File: config.mk
export PLATFORM = sky130hd
export DESIGN_NAME = mem_access_ctrl
export DESIGN_NICKNAME = d
export VERILOG_FILES = /design/src/rtl/mem_access_ctrl.sv
export SDC_FILE = /design/constraint.sdc
export NUM_CORES = 1
export LEC_CHECK = 0
export CAP_MARGIN = 20
export CORE_UTILIZATION = 38
export DETAILED_ROUTE_END_ITERATION = 8
export PLACE_DENSITY = 0.79
export SETUP_SLACK_MARGIN = 0.02
export SLEW_MARGIN = 25
export SYNTH_ARGS = -nofsm -noshare
export SYNTH_HDL_FRONTEND = slang
export SYNTH_SLANG_ARGS = --single-unit
File: constraint.sdc
create_clock -name clk_i -period 1.5 [get_ports clk_i]
set_input_delay 0.15 -clock clk_i [delete_from_list [all_inputs] [get_ports clk_i]]
set_output_delay 0.15 -clock clk_i [all_outputs]
set_load 0.02 [all_outputs]
File: src/rtl/mem_access_ctrl.sv
// Load/store sequencer between the MEM pipeline stage and a 512x8 byte-addressed data RAM.
// Requests are accepted one at a time over a valid/ready handshake. Each request is checked for
// size and alignment. A legal request then gets one cycle of address setup and one cycle of RAM
// enable. Read data is captured and extended locally. A one-cycle response pulse follows.
// The RAM-facing controls all come straight from flops so the level-sensitive port never sees
// a glitch.

module mem_access_ctrl #(
    parameter int unsigned AddrW = 9,
    parameter int unsigned DataW = 32
) (
    input  logic             clk_i,
    input  logic             rst_ni,
    // request side
    input  logic             req_valid_i,
    output logic             req_ready_o,
    input  logic             req_write_i,
    input  logic [1:0]       req_size_i,
    input  logic             req_signed_i,
    input  logic [AddrW-1:0] req_addr_i,
    input  logic [DataW-1:0] req_wdata_i,
    // response side
    output logic             resp_valid_o,
    output logic [DataW-1:0] resp_rdata_o,
    output logic             resp_error_o,
    // RAM side
    output logic             mem_enable_o,
    output logic             mem_read_write_o,
    output logic [1:0]       mem_size_o,
    output logic             mem_sign_extend_o,
    output logic [AddrW-1:0] mem_address_o,
    output logic [DataW-1:0] mem_data_in_o,
    input  logic [DataW-1:0] mem_data_out_i
);

    localparam logic [1:0] SizeByte = 2'b00;
    localparam logic [1:0] SizeHalf = 2'b01;
    localparam logic [1:0] SizeWord = 2'b10;
    localparam logic [1:0] SizeIll  = 2'b11;

    typedef enum logic [1:0] {
        StIdle,
        StSetup,
        StAccess,
        StResp
    } state_e;

    state_e             state_q, state_d;

    // Latched request; doubles as the registered RAM control/address/data drive.
    logic               write_q, write_d;
    logic [1:0]         size_q, size_d;
    logic               signed_q, signed_d;
    logic [AddrW-1:0]   addr_q, addr_d;
    logic [DataW-1:0]   wdata_q, wdata_d;

    logic               en_q, en_d;
    logic               resp_valid_q, resp_valid_d;
    logic [DataW-1:0]   resp_rdata_q, resp_rdata_d;
    logic               resp_err_q, resp_err_d;

    logic               req_err;
    logic [DataW-1:0]   load_ext;

    // Size/alignment check on the incoming request.
    always_comb begin
        req_err = 1'b0;
        unique case (req_size_i)
            SizeByte: req_err = 1'b0;
            SizeHalf: req_err = req_addr_i[0];
            SizeWord: req_err = |req_addr_i[1:0];
            SizeIll:  req_err = 1'b1;
            default:  req_err = 1'b1;
        endcase
    end

    // Extend the RAM read data according to the latched size and signedness.
    always_comb begin
        load_ext = mem_data_out_i;
        unique case (size_q)
            SizeByte: begin
                load_ext = signed_q ? {{(DataW-8){mem_data_out_i[7]}}, mem_data_out_i[7:0]}
                                    : {{(DataW-8){1'b0}}, mem_data_out_i[7:0]};
            end
            SizeHalf: begin
                load_ext = signed_q ? {{(DataW-16){mem_data_out_i[15]}}, mem_data_out_i[15:0]}
                                    : {{(DataW-16){1'b0}}, mem_data_out_i[15:0]};
            end
            default: load_ext = mem_data_out_i;
        endcase
    end

    // Next-state logic. Response fields default to zero so they are only non-zero in RESP.
    always_comb begin
        state_d      = state_q;
        write_d      = write_q;
        size_d       = size_q;
        signed_d     = signed_q;
        addr_d       = addr_q;
        wdata_d      = wdata_q;
        en_d         = 1'b0;
        resp_valid_d = 1'b0;
        resp_rdata_d = '0;
        resp_err_d   = 1'b0;

        unique case (state_q)
            StIdle: begin
                if (req_valid_i) begin
                    write_d  = req_write_i;
                    size_d   = req_size_i;
                    signed_d = req_signed_i;
                    addr_d   = req_addr_i;
                    wdata_d  = req_wdata_i;
                    if (req_err) begin
                        // Skip the RAM entirely; answer with an error next cycle.
                        state_d      = StResp;
                        resp_valid_d = 1'b1;
                        resp_err_d   = 1'b1;
                    end else begin
                        state_d = StSetup;
                    end
                end
            end
            StSetup: begin
                // Address/controls have been stable for one cycle; open the RAM.
                state_d = StAccess;
                en_d    = 1'b1;
            end
            StAccess: begin
                state_d      = StResp;
                resp_valid_d = 1'b1;
                if (!write_q) begin
                    resp_rdata_d = load_ext;
                end
            end
            StResp: begin
                state_d = StIdle;
            end
            default: begin
                state_d = StIdle;
            end
        endcase
    end

    // State and output registers with synchronous active-low reset.
    always_ff @(posedge clk_i) begin
        if (!rst_ni) begin
            state_q      <= StIdle;
            write_q      <= 1'b0;
            size_q       <= 2'b00;
            signed_q     <= 1'b0;
            addr_q       <= '0;
            wdata_q      <= '0;
            en_q         <= 1'b0;
            resp_valid_q <= 1'b0;
            resp_rdata_q <= '0;
            resp_err_q   <= 1'b0;
        end else begin
            state_q      <= state_d;
            write_q      <= write_d;
            size_q       <= size_d;
            signed_q     <= signed_d;
            addr_q       <= addr_d;
            wdata_q      <= wdata_d;
            en_q         <= en_d;
            resp_valid_q <= resp_valid_d;
            resp_rdata_q <= resp_rdata_d;
            resp_err_q   <= resp_err_d;
        end
    end

    assign req_ready_o       = (state_q == StIdle);
    assign resp_valid_o      = resp_valid_q;
    assign resp_rdata_o      = resp_rdata_q;
    assign resp_error_o      = resp_err_q;
    assign mem_enable_o      = en_q;
    assign mem_read_write_o  = write_q;
    assign mem_size_o        = size_q;
    assign mem_sign_extend_o = 1'b0;
    assign mem_address_o     = addr_q;
    assign mem_data_in_o     = wdata_q;

endmodule

==> metrics, run 1 <==
Via density 4.622; routability cong. 0.7855; Placed Area 0.004619 mm^2; Fillers 632; Net Sw Power 0.001861 W; dpl hpwl 5614 um; Clock power frac 28.5%; CTS tree built; Slew Viols, Final 0; ANT nets after route 0; Worst-path clk slew 0.09 ns; worst-case hold slack 0.3409 ns; Synth cell types 23; Total Routed Length 7607 um; first-pass GRT wire length 12370 um; antenna fix cells 0; CP max-delay cell clkdlybuf4s50_1; layout cells sized above 1 8.230%; Util after Layout 66.71%; die area 0.008087 mm^2; Iteration-0 DRC Markers 74; clock sinks 82; Hold Buf Count CTS 0; nets@finish 564; worst path required time 1.35 ns; Final Setup Violations 0; Seq/Total Area, Yosys 55.88%; vias after detailed routing 2704; total track usage 19.14%; ranking of synthesized cells by area dfxtp_1 (56%), nand2_1 (15%), a21boi_1 (10%), a21oi_2 (3.0%), a21oi_1 (2.6%); R2R setup slack 0.15 ns; leakage 2.371 nW; CP Data Arrival Time 1.29 ns; row count 31; Syn Area/Cell 9.067 um^2; I/O Pins 161; starting density of the core 39.86%; Sequential Power Share 41.7%; vias in the first global route 2606; Setup Total Neg Slack 0 ns; synthesized instance count 324; hold crit path type input port to flip-flop; fmax 696.6 MHz; wire per inst 13.00 um; Final Cell Area 0.004916 mm^2; # placed instances 569; Synth top area share 55.88%; CP startpoint kind flip-flop; Core Region 0.007370 mm^2; crit-path max FO 2; TritonRoute pass-1 iters 4; Syn. warnings 0; max-cap violation count 0; peak per-stage delay on the critical path 0.61 ns; peak supply drop 0.7000 mV; Port Buf Inserts 159; Cell Area, Synth 0.002938 mm^2; final instance count without filler cells 585; H-tree depth 3; WS Path Type flip-flop to output pin; Comb power frac 29.8%; initial antenna violation count 0; crit-path cells clkdlybuf4s50_1; Die Y 89.93 um; CTS Buf Count 9; Final Hold Fails 0; crit path buf inv count 1; Worst Setup End Kind output pin; clock buffer depth 2; Power Density 1230 mW/mm^2; area delta synth->final 67.33%; clock skew 0.009310 ns; FF+latch count, synth 82; Die Wd 89.93 um; largest net degree at the start of global routing 28; Yosys top cell by area dfxtp_1; gr ovfl total 0; register area 0.001642 mm^2; Skew-Pair Late Insertion Delay 0.35 ns; family with the most delay on the worst path buffers and inverters; sw frac 30.78%; syn_nets 407; crit path time final 1.435 ns; P_int 0.004185 W; status completed; Final Cycle Share 95.70%; root buf cell clkbuf_8; Residual DRC 0; footprint of the multi-input gates 0.001150 mm^2; RSZ-0062 raised after global routing no
==> flip-flops by register name, indices dropped and copies added (netlist names) <==
| signal | count |
|---|---|
| mem_address_o | 9 |
| mem_data_in_o | 32 |
| mem_enable_o | 1 |
| mem_read_write_o | 1 |
| mem_size_o | 2 |
| resp_error_o | 1 |
| resp_rdata_o | 32 |
| resp_valid_o | 1 |
| signed_q | 1 |
| state_q | 2 |
==> timing repair <==
action	CTS	global route
setup endpoints to repair	10	82
buffers inserted	0	0
gates resized for setup	13	36
==> placed cells by master, fill, tap and decap left out, drive strengths merged, types with 2 or more instances in the layout <==
| cell | instances |
|---|---|
| nand2 | 118 |
| buf | 10 |
| bufinv | 2 |
| dfxtp | 82 |
| dlymetal6s2s | 33 |
| o21a | 3 |
| o21ai | 2 |
| clkinv | 2 |
| a21oi | 25 |
| or2 | 2 |
| nor2b | 2 |
| a21boi | 45 |
| nor2 | 2 |
| clkbuf | 10 |
| clkdlybuf4s50 | 117 |
| dlygate4sd2 | 8 |
| and2 | 12 |
| inv | 4 |
| ha | 3 |
==> worst min-delay path, cell delays in order <==
cell and delay (ns):
clkdlybuf4s50_1 0.39, nand2_1 0.05, a21boi_1 0.05
==> cells in the mapped netlist <==
library cell,n
o21ai_0,1
nand2_1,118
or2_2,1
a21boi_0,5
buf_2,6
o22ai_1,1
nor2b_1,2
clkbuf_1,6
nor2_1,2
ha_1,3
a21oi_2,10
o221a_2,1
conb_1,1
and2_1,12
o21ai_2,1
dfxtp_1,82
or2_1,1
a21oi_1,15
a21boi_1,40
buf_4,7
buf_6,3
o21a_1,3
inv_1,3
==> power by group through the flow <==
| stage | Sequential [W] | Combinational (W) | Clock (W) |
|---|---|---|---|
| finish | 0.00252 | 0.00180 | 0.00172 |
| global placement | 0.00257 | 0.00182 | 0 |
| detailed placement | 0.00258 | 0.00185 | 0 |
| global route | 0.00255 | 0.00195 | 0.00187 |
| CTS | 0.00253 | 0.00183 | 0.00178 |
| floorplan | 0.00284 | 0.000749 | 0 |
==> path summary, 6_finish.rpt <==
check | startpoint | to | depth (start not counted)
max | mem_data_in_o[21] | mem_data_in_o[21] | 1
min | req_wdata_i[2] | mem_data_in_o[2] | 3
max reg2reg | state_q[0] | resp_rdata_o[17] | 6
min reg2reg | mem_data_in_o[4] | mem_data_in_o[4] | 2
==> kinds of logic (layout without fill, tap and decap cells) <==
kind of cell    after synthesis  in the layout  synth area share, %
flops                        82             82                55.88
other cells                   1              1               0.1276
buf+inv                      25            187                5.111
simple gates                136            136                18.74
compound gates               77             77                18.87
fa+ha+maj                     3              3                1.278
==> through the flow <==
step	worst slack (ns)	total power (W)
5_1_grt	0.02037	0.006376
2_1_floorplan	0.05979	0.003588
3_3_place_gp	0.07870	0.004393
4_1_cts	0.02075	0.006142
3_5_place_dp	0.001022	0.004437
6_report	0.06454	0.006045
==> routing by layer <==
metal | GRT usage (%) | wire (um) | vias up
met1 | 22.61 | 3157 | 1223
met4 | 7.258 | 91 | 0
li1 | - | - | 1350
met5 | 0 | 0 | -
met3 | 6.937 | 743 | 9
met2 | 31.79 | 3614 | 122
==> area by class of cell <==
cell class | instances | share of cell area [%]
clock buffers | 10 | 2.596
clock inverters | 6 | 1.833
inverters | 3 | 0.2291
multi-input cells | 217 | 23.39
flip-flops and latches | 82 | 33.39
well taps | 99 | 2.520
repair buffers | 168 | 36.04
Note: power is estimated with default switching activity, not from simulation.
==> run 2: changes to the inputs <==
CORE_ASPECT_RATIO = 1.2   (was not set)
==> metrics, run 2 (synthesis results as in run 1) <==
status completed; row count 34 (+9.7%); Sequential Power Share 42.0% (+0.3 points); CP max-delay cell clkdlybuf4s50_1; max-cap violation count 0 (unchanged); R2R setup slack 0.13 ns (-0.02 ns); CP Data Arrival Time 1.29 ns (about the same); Power Density 1227 mW/mm^2 (-0.25%); hold path cells 3 (unchanged); Skew-Pair Late Insertion Delay 0.34 ns (about the same); hold crit path type input port to flip-flop; Die Wd 82.27 um (-8.5%); gr ovfl total 0 (unchanged); clock skew 0.008352 ns (-0.0009586 ns); CP startpoint kind flip-flop; first-pass GRT wire length 11830 um (-4.3%); starting density of the core 39.92% (+0.054 points); Final Setup Violations 0 (unchanged); peak per-stage delay on the critical path 0.61 ns (about the same); most frequent cells in the layout nand2_1 (118), clkdlybuf4s50_1 (117), dfxtp_1 (82), a21boi_1 (40), dlymetal6s2s_1 (38); nets@finish 562 (-0.35%); leakage 2.432 nW (+2.6%); FF-to-FF path depth 6 (unchanged); most common library cell in the layout ignoring fill and taps nand2_1; ANT nets after route 0 (unchanged); fin worst setup slack 0.06257 ns (-0.001967 ns); worst path required time 1.35 ns (about the same); area delta synth->final 66.91%; GR Util met2 32.29% (+0.50 points); total track usage 19.46% (+0.32 points); Final Hold Fails 0 (unchanged); Core Region 0.007360 mm^2 (-0.14%); clock sinks 82 (unchanged); Slew Viols, Final 0 (unchanged); crit-path cells clkdlybuf4s50_1; root buf cell clkbuf_8; Worst Setup End Kind output pin; met3 Use GR 7.850% (+0.91 points); Clock power frac 28.1% (-0.4 points); WS Path Type flip-flop to output pin; Final Cycle Share 95.83% (+0.13 points); largest net degree at the start of global routing 51 (+82%); layout cells sized above 1 7.261% (-0.97 points); pre-CTS worst setup slack -0.2239 ns (-0.2250 ns); Util after Layout 66.63% (-0.079 points); Total Routed Length 7677 um (+0.92%); vias in the first global route 2541 (-2.5%); Final Power 0.006014 W (-0.51%); gr busiest metal met2; sw frac 30.01% (-0.76 points); clock buffer depth 2 (unchanged); crit-path max FO 2 (unchanged); initial antenna violation count 0 (unchanged); dpl hpwl 5464 um (-2.7%); met1 Usage GRT 21.42% (-1.2 points); critical path depth in cells 1 (unchanged); Port Buf Inserts 159 (unchanged); P_int 0.004209 W (+0.59%); TritonRoute pass-1 iters 4 (unchanged); Comb power frac 29.9% (about the same); vias after detailed routing 2664 (-1.5%); measured slew at the worst slew-check pin 0.5493 ns; I/O Pins 161 (unchanged); Fillers 615 (-2.7%); Residual DRC 0 (unchanged); Die Y 98.32 um (+9.3%); H-tree depth 3 (unchanged); Via density 4.657 (+0.76%); worst-case hold slack 0.3460 ns (+0.005086 ns); Slew headroom 63.24%; die area 0.008088 mm^2 (about the same); CTS tree built; crit path time final 1.437 ns (+0.001967 ns); routability cong. 0.6973 (-11%); family with the most delay on the worst path buffers and inverters; Net Sw Power 0.001805 W (-3.0%); CTS Buf Count 9 (unchanged); antenna fix cells 0 (unchanged); Iteration-0 DRC Markers 50 (-32%); RSZ-0062 raised after global routing yes; peak supply drop 0.6654 mV (-4.9%); fmax 695.7 MHz (-0.14%); Worst-path clk slew 0.08 ns (about the same); crit path buf inv count 1 (unchanged); wire per inst 13.42 um (+3.2%)
==> run 2: stage by stage <==
stage               TNS (ns)  instance area, um^2  instances
floorplan                  0                 2938        324
global placement      -2.405                 4593        558
detailed placement    -2.851                 4593        558
CTS                        0                 4803        572
global route               0                 4903        572
finish                     0                 4903        572
==> run 2: path summary, 6_finish.rpt <==
path	startpoint	endpoint
max	mem_data_in_o[26]	mem_data_in_o[26]
min	req_wdata_i[26]	mem_data_in_o[26]
max reg2reg	state_q[1]	mem_size_o[1]
min reg2reg	signed_q	signed_q
==> run 2: repair_timing <==
item | CTS | global route
hold buffers | 0 | 0
resized for setup | 8 | 41
endpoints found under the setup margin | 5 | 62
setup buffers | 0 | 0
==> run 2: layout make-up <==
class                   instances  area, um^2  share of cell area [%]
clock buffers                  11       141.4                   2.883
clock inverters                 3       65.06                   1.327
inverters                       3       11.26                  0.2297
multi-input cells             217        1156                   23.58
flip-flops and latches         82        1642                   33.48
well taps                      90       112.6                   2.297
repair buffers                166        1775                   36.21
==> run 2: metal layers <==
metal | routed length [um] | part of all wire [%]
met5 | 0 | 0
met4 | 140 | 1.8
met3 | 817 | 11
met2 | 3706 | 48
met1 | 3013 | 39
==> run 2: power by group through the flow <==
| stage | Combinational [W] | Sequential (W) | Clock, W |
|---|---|---|---|
| 2_1_floorplan | 0.000749 | 0.00284 | 0 |
| 3_3_place_gp | 0.00182 | 0.00257 | 0 |
| 3_5_place_dp | 0.00184 | 0.00258 | 0 |
| 4_1_cts | 0.00185 | 0.00253 | 0.00175 |
| 5_1_grt | 0.00196 | 0.00255 | 0.00184 |
| 6_report | 0.00180 | 0.00253 | 0.00169 |
==> variant 1 (flow settings as in run 1) <==
Take the reset off `addr_q`, `wdata_q` and `resp_rdata_q` and load them in a clocked block of their own.
--- a/src/rtl/mem_access_ctrl.sv
+++ b/src/rtl/mem_access_ctrl.sv
@@ -150,9 +150,6 @@
             size_q       <= 2'b00;
             signed_q     <= 1'b0;
-            addr_q       <= '0;
-            wdata_q      <= '0;
             en_q         <= 1'b0;
             resp_valid_q <= 1'b0;
-            resp_rdata_q <= '0;
             resp_err_q   <= 1'b0;
         end else begin
@@ -161,11 +158,14 @@
             size_q       <= size_d;
             signed_q     <= signed_d;
-            addr_q       <= addr_d;
-            wdata_q      <= wdata_d;
             en_q         <= en_d;
             resp_valid_q <= resp_valid_d;
-            resp_rdata_q <= resp_rdata_d;
             resp_err_q   <= resp_err_d;
         end
+    end
+
+    always_ff @(posedge clk_i) begin
+        addr_q       <= addr_d;
+        wdata_q      <= wdata_d;
+        resp_rdata_q <= resp_rdata_d;
     end
 
Formal check against the unedited RTL: not equivalent (a bounded check fails within 4 cycles, from zero or initial values and one cycle with rst_ni low).
==> variant 1 against run 1 <==
Total power grew 14%. Sequential cell count is the same. First-iteration DRC count fell by 4.1%. Register-to-register slack better by 30 ps. Area after synthesis is 8.7% lower. Routed wire length down 15%. Cell area down 4.9%. Worst setup slack worse by 3.5 ps. Largest cell class is now registers. Highest routed layer unchanged.
==> variant 1: results (changes against run 1) <==
[yosys]
synth_top_area_share_pct = 45.92  ; -10 points
yosys_warnings = 0  ; unchanged
synth_cells = 188  ; -42%
synth_edf_count = 41  ; +41
ys_dominant_reg_cell = edfxtp_1
synth-seq-area-share_pct = 76.53  ; +21 points
synth_common_cells = 41 x dfxtp_1, 41 x edfxtp_1, 30 x nand2_1
synthArstFlopShare_pct = 0  ; unchanged
syn_nets = 271  ; -33%
synth_area_leaders = edfxtp_1 46%, dfxtp_1 31%, nand2_1 4.2%
synth.distinct_cells = 28  ; +22%

[pwr]
vdd_drop_max_mv = 0.9087  ; +30%
cellLeakagePower_nw = 1.848  ; -22%
pg_clk_mw = 1.55  ; -9.9%
p_int_mw = 4.712  ; +13%
pg_seq_mw = 3.00  ; +19%
power.total_mw = 6.893  ; +14%

[worst_setup_path]
slowest_stage = clkdlybuf4s50_1
max_stage_delay_ps = 610  ; about the same
critPathTopFamily = buffers and inverters
path_max_fanout = 1  ; -1
rrSetupSlack_ps = 180  ; +30 ps
crit_arrival_ps = 1290  ; about the same

[drt]
routed_via_density = 4.344  ; -6.0%
drt_pre_antenna_iters = 5  ; +1
wl_per_cell_um = 14.09  ; +8.4%
drt-initial-drc-count = 71  ; -4.1%

[placement]
post-place-ws_ps = 107.4  ; +106.4 ps
place_area_mm2 = 0.004446  ; -3.8%
gp_congestion = 0.7027  ; -11%
place_hpwl_um = 4762  ; -15%
dp_cells = 441  ; -22%
io_buffers = 159  ; unchanged

[clock_network]
clock_path_buffers = 2  ; unchanged
cts_root_buffer = clkbuf_8
cts.reportedPaths.clkPinSlew_ps = 90  ; about the same
clk_latency_ps = 340
cts_buffers = 9  ; unchanged

[finish]
final_cells = 457  ; -22%
n_antenna_cell = 0  ; unchanged
layout-drive-gt1-share_pct = 11.91  ; +3.7 points

[global_routing]
grt_max_degree = 42  ; +50%
grt_pass1_vias = 1953  ; -25%
grt_usage_pct = 17.33  ; -1.8 points
grt_pass1_wl_um = 9439  ; -24%

[min_path]
hold_class = in -> reg

[sta]
skew_ps = 8.972  ; -0.3381 ps
holdWs_ps = 353.9  ; +12.95 ps
min_period_ps = 1439  ; +3.520 ps

[status]
status = completed

[flow_run]
maxCapViolations = 0  ; unchanged

## variant 1: cell types whose count changed after synthesis, sizes merged, moves of 5 or more
cell    before  now
dfxtp       82   41
edfxtp       0   41
nand2      118   31
clkbuf       6    1
buf         16    8
a21boi      45    4
## variant 1: kinds of logic (layout without fill, tap and decap cells)
family,count (synthesis),in the layout,synth area share (%)
flip-flops,82,82,76.53
AND/OR/NAND/NOR,51,51,9.193
AO/OA/AOI/OAI,37,37,9.753
buffers and inverters,14,187,2.986
adder cells (fa/ha/maj),3,3,1.400
other,1,1,0.1399
## variant 1: per-layer routing
layer / GRT usage (%) / up-vias / share of wire (%)
met5: 0 / - / 0
li1: - / 978 / -
met4: 7.727 / 0 / 1.5
met2: 30.59 / 101 / 51
met1: 18.04 / 899 / 38
met3: 7.026 / 7 / 9.4
## variant 1: layout make-up
type / count / area (um2)
multi-input cells: 92 / 566.8
clock buffers: 9 / 123.9
inverters: 5 / 22.52
repair buffers: 166 / 1718
clock inverters: 7 / 67.56
flip-flops and latches: 82 / 2054
well taps: 96 / 120.1
fillers: 499 / 2121
## variant 1: worst register-to-register path: stages, from the launching register on
cell	delay, ps
dfxtp_2	340
inv_2	80
ha_4	200
nand2_4	70
clkinvlp_4	80
buf_12	220
## variant 1: timing repair
item / CTS / global route
setup endpoints to repair: 6 / 18
pin swaps: 0 / 0
buffers inserted: 0 / 0
endpoints found under the hold margin: 0 / 0
resized for setup: 6 / 18
## variant 1: final timing paths
check | start | endpoint | depth (start not counted)
worst min-delay path | req_wdata_i[3] | mem_data_in_o[3] | 1
worst min register to register | signed_q | signed_q | 2
worst max-delay path | mem_data_in_o[12] | mem_data_in_o[12] | 1
worst max register to register | state_q[1] | mem_data_in_o[23] | 5
==> variant 2 (flow settings as in run 1) <==
Made on the original files. Set the parameter `AddrW` to 11 (it was 9).
--- a/src/rtl/mem_access_ctrl.sv
+++ b/src/rtl/mem_access_ctrl.sv
@@ -7,5 +7,5 @@
 
 module mem_access_ctrl #(
-    parameter int unsigned AddrW = 9,
+    parameter int unsigned AddrW = 11,
     parameter int unsigned DataW = 32
 ) (
Ports: changed (resized mem_address_o and req_addr_i); port bits go from 161 to 165. No check against the original RTL was run, so the function may have changed too.
==> variant 2 against run 1 <==
Worst setup slack worse by 1.6 ps. Total power grew 16%. Sequential cell count is 2 higher. Sequential power rose by 8.3%. Global-route usage down 0.12 points. Routed wire length grew 2.3%. Fmax shrank 0.11%. Cell area is 3.7% higher. Clock skew about the same. Area after synthesis is 2.9% higher. Critical path type unchanged. Largest power group unchanged.
==> variant 2: results (changes against run 1) <==
[drt]
routed_wirelength_um = 7785  ; +2.3%
routed_via_density = 4.604  ; -0.39%
vias = 2767  ; +2.3%

[finish]
multi_input_area_share_pct = 23.53  ; +0.14 points
nonClkBufAreaFrac_pct = 36.44  ; +0.40 points
layout-drive-gt1-share_pct = 9.218  ; +0.99 points
regArea_mm2 = 0.001682  ; +2.4%
fill_cells = 602  ; -4.7%
multi_input_comb_cells = 224  ; +3.2%
clock_area_share_pct = 4.319  ; -0.11 points

[yosys]
avgSynthCellArea_um2 = 9.054  ; -0.14%
synth_area_leaders = dfxtp_1 56%, nand2_1 15%, a21boi_0 8.9%
synth.distinct_cells = 24  ; +4.3%
synth-seq-area-share_pct = 55.61  ; -0.27 points
syn_nets = 419  ; +2.9%
synth_compound_area_share_pct = 18.45  ; -0.41 points
ys_ff_latch = 84  ; +2.4%
synth_common_cells = 122 x nand2_1, 84 x dfxtp_1, 36 x a21boi_0
yosys.area_share.adder_pct = 1.241  ; -0.036 points

[placement]
post-place-ws_ps = 66.93  ; +65.91 ps
gp_congestion = 0.7485  ; -4.7%
place_hpwl_um = 5686  ; +1.3%
dp_cells = 585  ; +2.8%

[global_routing]
grt_pass1_wl_um = 12480  ; +0.90%
grt_pass1_vias = 2642  ; +1.4%

[sta]
skew_ps = 9.016  ; -0.2943 ps
holdWs_ps = 340.5  ; -0.4580 ps

[pwr]
vdd_drop_max_mv = 0.8242  ; +18%
p_switching_mw = 2.328  ; +25%
clkPwrFrac_pct = 25.2  ; -3.3 points
p_per_area_mw_per_mm2 = 1370  ; +11%
pg_seq_mw = 2.73  ; +8.3%

[worst_setup_path]
crit_start = mem_data_in_o[23]
cp-endpoint = mem_data_in_o[23]

[status]
status = completed

-- variant 2: how the worst min path moves through the flow --
stage,endpoint,startpoint
final,mem_data_in_o[8],req_wdata_i[8]
after global routing,mem_data_in_o[8],req_wdata_i[8]
after CTS,mem_data_in_o[8],req_wdata_i[8]
after detailed placement,mem_data_in_o[0],mem_data_in_o[0]
after global placement,mem_data_in_o[2],mem_data_in_o[2]
after floorplan,resp_valid_o,rst_ni
-- variant 2: per-layer routing --
metal | vias up | track usage [%] | wire (um)
li1 | 1384 | - | -
met1 | 1247 | 22.26 | 3225
met2 | 118 | 32.70 | 3791
met3 | 18 | 4.355 | 545
met4 | 0 | 9.259 | 223
met5 | - | 0 | 0
-- variant 2: timing repair --
action | in CTS | in global routing
resized for setup | 10 | 41
endpoints found under the setup margin | 8 | 41
hold buffers | 0 | 0
-- variant 2: worst register-to-register path: stages, from the launching register on --
cell	delay, ps
dfxtp_1	360
inv_1	70
ha_2	220
nand2_1	170
buf_12	190
nand2_1	80
a21boi_0	170
